$ cat src/rtl/fetch_unit_pkg.sv
// fetch_unit_pkg: shared fetch/branch constants and fetch FSM encoding
package fetch_unit_pkg;
  localparam int ADDR_W = 8;
  localparam int INSTR_W = 16;
  localparam int PC_BYTE_STEP = 1;
  localparam int PC_INSTR_STEP = 2;
  typedef enum logic [2:0] {
    ISSUE_HI = 3'd0,
    CAP_HI   = 3'd1,
    CAP_LO   = 3'd2,
    EXEC     = 3'd3,
    HALTED   = 3'd4
  } state_t;
endpackage

$ cat src/rtl/fetch_unit.sv
// fetch_unit: PC owner assembling 16-bit big-endian instructions from two byte reads, en-gated
module fetch_unit
  import fetch_unit_pkg::*;
#(
  parameter int ADDR_W = 8,
  parameter int INSTR_W = 16,
  parameter int CNT_W = 16
) (
  input  logic               clk,
  input  logic               rst,
  input  logic               en,
  input  logic [ADDR_W-1:0]  effAddr,
  input  logic               halt,
  input  logic [7:0]         memData,
  output logic [ADDR_W-1:0]  memAddr,
  output logic               memRd,
  output logic [ADDR_W-1:0]  currAddr,
  output logic [INSTR_W-1:0] instr,
  output logic               instrValid,
  output logic               halted,
  output logic [CNT_W-1:0]   retireCount
);
  state_t state, state_n;
  logic [ADDR_W-1:0] pc;
  logic [INSTR_W-1:0] instr_r;
  logic [CNT_W-1:0] cnt;
  always_ff @(posedge clk) begin
    if (rst) state <= ISSUE_HI;
    else state <= state_n;
  end
  always_comb begin
    state_n = !en ? state :
              state == ISSUE_HI ? CAP_HI :
              state == CAP_HI ? CAP_LO :
              state == CAP_LO ? EXEC :
              state == EXEC ? (halt ? HALTED : ISSUE_HI) : HALTED;
    memAddr = state == CAP_HI ? pc + ADDR_W'(PC_BYTE_STEP) : pc;
    memRd = en && (state == ISSUE_HI || state == CAP_HI);
    instrValid = state == EXEC;
    halted = state == HALTED;
  end
  always_ff @(posedge clk) begin
    if (rst) begin
      pc <= '0;
      instr_r <= '0;
      cnt <= '0;
    end else if (en) begin
      if (state == CAP_HI) instr_r[INSTR_W-1 -: 8] <= memData;
      if (state == CAP_LO) instr_r[7:0] <= memData;
      if (state == EXEC) begin
        pc <= effAddr;
        cnt <= cnt + 1'b1;
      end
    end
  end
  assign currAddr = pc;
  assign instr = instr_r;
  assign retireCount = cnt;
endmodule

$ cat config.mk
export PLATFORM = sky130hd
export DESIGN_NAME = fetch_unit
export DESIGN_NICKNAME = d
export VERILOG_FILES = /design/src/rtl/fetch_unit_pkg.sv /design/src/rtl/fetch_unit.sv
export SDC_FILE = /design/constraint.sdc
export NUM_CORES = 1
export LEC_CHECK = 0
export CAP_MARGIN = 40
export CORE_MARGIN = 2
export CORE_UTILIZATION = 44
export DETAILED_ROUTE_END_ITERATION = 10
export HOLD_SLACK_MARGIN = 0.06
export PLACE_DENSITY = 0.8
export SKIP_CTS_REPAIR_TIMING = 1
export SLEW_MARGIN = 25
export SYNTH_ARGS = -nofsm -noshare
export SYNTH_HDL_FRONTEND = slang
export SYNTH_SLANG_ARGS = --single-unit
$ cat constraint.sdc
create_clock -name clk -period 2.03 [get_ports clk]
set_input_delay 0.406 -clock clk [delete_from_list [all_inputs] [get_ports clk]]
set_output_delay 0.406 -clock clk [all_outputs]
set_load 0.05 [all_outputs]
After elaboration in Yosys (flattened, before gate mapping)
Cells that the tools add are included.
- word-level logic and storage cells: 23
- bits of input ports: 20
- register bits after elaboration: 43
- reductions and logical operators: 6
- muxes and demuxes: 6
- $add $sub $neg: 2
- equality and inequality tests: 4
- operators with widths (kind ; number):
    16-bit by 1-bit adder with 16-bit output (second input constant) ; 1
    3-bit two-way mux ; 5
    8-bit by 1-bit adder with 8-bit output (second input constant) ; 1
    8-bit two-way mux ; 1
    3-bit by 2-bit == test with 1-bit output (second input constant) ; 2
    2-bit AND reduction ; 3
    3-bit by 1-bit == test with 1-bit output (second input constant) ; 1
    3-bit == test (second input constant) ; 1
    3-bit zero test ; 1
    1-bit logical AND ; 1
    1-bit logical OR ; 1

Depth between registers and ports, before layout
- word-level depth: 5
- depth in mapped cells: 5
- mapped depth without buffers: 5

Least setup slack after synthesis
OpenSTA, ideal clock, no wires.
- kind: flip-flop to output port
- start: register state[0]
- end: output memAddr[5]
- path buffers: 1
- required time: 1624 ps
- cell stages (with the launch flop): 6
- setup slack: -412 ps
- data arrival time: 2036 ps
- cells stage by stage: dfxtp_1 buf_2 nor3b_2 and4_1 nand3_1 xnor2_1
- longest elaborated chain between the ends: 2
- ends and longest elaborated chain (what ; RTL line ; source):
    start: declaration ; fetch_unit.sv:23 ; state_t state, state_n;
    start signal: assignment ; fetch_unit.sv:29 ; else state <= state_n;
    3-bit by 1-bit == test with 1-bit output ; fetch_unit.sv:37 ; memAddr = state == CAP_HI ? pc + ADDR_W'(PC_BYTE_STEP) : pc;
    8-bit two-way mux ; fetch_unit.sv:37 ;
    end: declaration ; fetch_unit.sv:15 ; output logic [ADDR_W-1:0] memAddr,
Every way passes these cells.

Final worst setup path
- start: register state[1]
- end: output memAddr[5]
Same word-level chain as after synthesis.

==> reports/results.tsv <==
stage	metric	value	unit
status	status	complete, but fails checks	
status	failing checks	setup timing	
sta	max-slew violations	0	
die	Die Y	69.6	um
sta	Worst Slack Setup Final	-0.00111	ns
critical_path	CP Capture Type	output port	
sta	Worst slew margin	0.653	
die	CORE AREA	4060	um^2
placement	dpl cell area	2870	um^2
sta	period utilization	1.00	
sta	clock skew	0.00562	ns
detailed_routing	First-pass DRT Iterations	4	
critical_path	worst path bufs/invs	1	
sta	Worst-Margin Slew	0.520	ns
die	FP Rows	23	
critical_path	critical path class	reg -> out	
final_layout	layout filler cell count	321	
detailed_routing	DR vias/cell	5.19	
critical_path	Max stage delay on crit path	0.34	ns
clock_network	CTS sink count	43	
sta	min Tclk post-route	2.03	ns
worst_hold_path	min-delay worst type	reg -> reg	
synthesis	sequential-to-total area share from yosys stat	0.455	
global_route	vias in the first global route	1697	
placement	I/O Buffers	70	
synthesis	EDFF count, synth	0	
critical_path	worst path cell trace	nor3b_4 -> and4_4 -> nand3_1 -> xnor2_2 -> buf_12	
critical_path	Slowest-stage cell, CP	dfxtp_2	
global_route	grt ovf	0	
synthesis	Avg Cell Area, Syn	9.05	um^2
synthesis	syn_nets	231	
sta	Hold Violations, Final	0	
detailed_routing	Routed Antenna Nets	0	
synthesis	#FFs+latches synth	43	
detailed_routing	# DRC	0	
sta	Max Fclk	492	MHz
placement	GPL Wtd Cong	0.775	
power	peak supply drop	0.000520	V
placement	Place WS	-0.0711	ns
run	max capacitance violation total	0	
power	PwrDens	575	nW/um^2
die	area of the die	4840	um^2
clock_network	CTS tree	done	
die	Initial Util	0.466	
critical_path	crit path launch type	flop	
final_layout	Area Overhead vs Synth	59.2	%
synthesis	Unique masters post-synth	34	
die	Die Wd	69.6	um
clock_network	clk_lat worst skew	0.30	ns
die	Ports	71	
detailed_routing	Total Routed Length	4.59	mm
clock_network	H-tree level count	2	
detailed_routing	DR WL/cell	13.4	um
clock_network	CTS buffer count	5	
critical_path	critical path's top delay family	simple AND/OR/NAND/NOR gates	
detailed_routing	via count	1781	
critical_path	arrival time at the worst endpoint	1.63	ns
synthesis	Syn Std Cell Area	1890	um^2
final_layout	final instance area	3010	um^2
global_route	Global Route Usage Sum	0.197	
global_route	pin count of the biggest net entering global routing	27	
critical_path	Crit path required time	1.62	ns
clock_network	Worst-path clk slew	0.08	ns
placement	DP HPWL	3.30	mm
synthesis	synth warn	0	
detailed_routing	1st-iter DRT viols	126	
power	leakage	1.24	nW
synthesis	ys async rst share	0	
sta	unrepaired setup endpoints after global routing	true	
critical_path	crit path max fanout	3	
global_route	first-pass GRT wire length	7.73	mm
final_layout	ANT cells	0	
global_route	antenna violations before repair	0	
final_layout	Final #Nets	314	
clock_network	Bufs on Longest Clock Path	2	
sta	Setup violations, final	1	
final_layout	share of cells above drive strength 1	0.195	
synthesis	Main synth FF type	dfxtp_1	
clock_network	CTS root buf	clkbuf_8	
synthesis	Syn Inst Count	209	
-- report_power, final --
| group | total [mW] | leakage, nW | switching [mW] | internal, mW |
|---|---|---|---|---|
| Clock | 0.601 | 0.0515 | 0.290 | 0.311 |
| Sequential | 0.872 | 0.349 | 0.0120 | 0.860 |
| Combinational | 0.258 | 0.835 | 0.138 | 0.120 |
-- per-stage QoR --
| stage | total power [mW] | util | TNS, ns | std cells | hold WS (ns) |
|---|---|---|---|---|---|
| 4_1_cts | 1.74 | 0.732 | -0.198 | 341 | 0.509 |
| 3_5_place_dp | 1.15 | 0.707 | -0.126 | 333 | 0.487 |
| 5_1_grt | 1.80 | 0.742 | -0.167 | 343 | 0.525 |
| 3_3_place_gp | 1.14 | 0.707 | 0 | 333 | 0.470 |
| 2_1_floorplan | 1.03 | - | -0.197 | 209 | 0.535 |
| 6_report | 1.73 | 0.742 | -0.00111 | 343 | 0.504 |
-- cells in the mapped netlist (3+ instances only) --
| master | count | area [um^2] |
|---|---|---|
| a21oi_1 | 18 | 90.1 |
| and4_1 | 3 | 26.3 |
| buf_2 | 5 | 25.0 |
| clkbuf_1 | 5 | 18.8 |
| dfxtp_1 | 43 | 861 |
| mux2i_1 | 16 | 160 |
| nand2_1 | 22 | 82.6 |
| nand2b_1 | 3 | 18.8 |
| nand3_1 | 6 | 30.0 |
| nand4_1 | 9 | 56.3 |
| nor2_1 | 32 | 120 |
| o31ai_1 | 3 | 22.5 |
| or4_1 | 3 | 22.5 |
| xnor2_1 | 7 | 61.3 |
| xor2_1 | 9 | 78.8 |
-- logic make-up after synthesis --
| logic type | Yosys count | synth area share |
|---|---|---|
| adder cells (fa/ha/maj) | 2 | 0.0132 |
| AO/OA/AOI/OAI | 25 | 0.0741 |
| AND/OR/NAND/NOR | 94 | 0.265 |
| multiplexers | 17 | 0.0907 |
| flip-flops | 43 | 0.455 |
| buffers and inverters | 12 | 0.0271 |
| XOR/XNOR | 16 | 0.0741 |
-- final cells by class --
cell class	instances	area, um^2	area share
timing repair buffer	86	915	0.304
inverter	2	7.51	0.00249
clock buffer	8	100	0.0333
tap	50	62.6	0.0208
sequential	43	866	0.288
multi-input combinational	154	1060	0.352
-- worst min-delay path: stages, from the launching register on --
cell	delay [ns]
dfxtp_1	0.33
mux2i_1	0.06
nor2_1	0.08
-- layer usage --
layer	wire length, um	up-vias	track usage	part of all wire
met5	0	-	0	0
met4	55	0	0.0588	0.012
met3	333	5	0.0596	0.072
met2	2150	63	0.332	0.47
met1	2050	822	0.242	0.45
li1	-	891	-	-
-- layout by cell type, fill, tap and decap left out, drive strengths merged --
| cell type | instances |
|---|---|
| clkdlybuf4s50 | 51 |
| xnor2 | 7 |
| nand3 | 7 |
| mux2i | 16 |
| or4 | 3 |
| o21ai | 2 |
| nand4b | 1 |
| nor4 | 1 |
| ha | 2 |
| inv | 2 |
| dlymetal6s2s | 5 |
| a41oi | 1 |
| o31ai | 3 |
| and2 | 2 |
| mux2 | 1 |
| nand2b | 3 |
| nand4 | 10 |
| buf | 30 |
| nor3b | 3 |
| xor2 | 9 |
| and4b | 1 |
| and3 | 1 |
| and4 | 4 |
| a21oi | 18 |
| dfxtp | 43 |
| nand2 | 22 |
| nand3b | 1 |
| nor2 | 33 |
| a31o | 1 |
| clkbuf | 8 |
| or3 | 2 |
-- path summary, 6_finish.rpt --
kind                            slack (ns)  cells after the start         endpoint     start
worst min-delay path                  0.50                      2         instr[8]  instr[8]
worst max-delay path                -0.001                      5       memAddr[5]  state[1]
worst min register to register        0.50                      2         instr[8]  instr[8]
worst max register to register        0.31                      6  retireCount[15]  state[2]
-- sequential cells by signal, indices dropped and copies added, names as in the netlist --
name	count
currAddr	8
instr	16
state	3
retireCount	16
(Power assumes the default switching activity.)
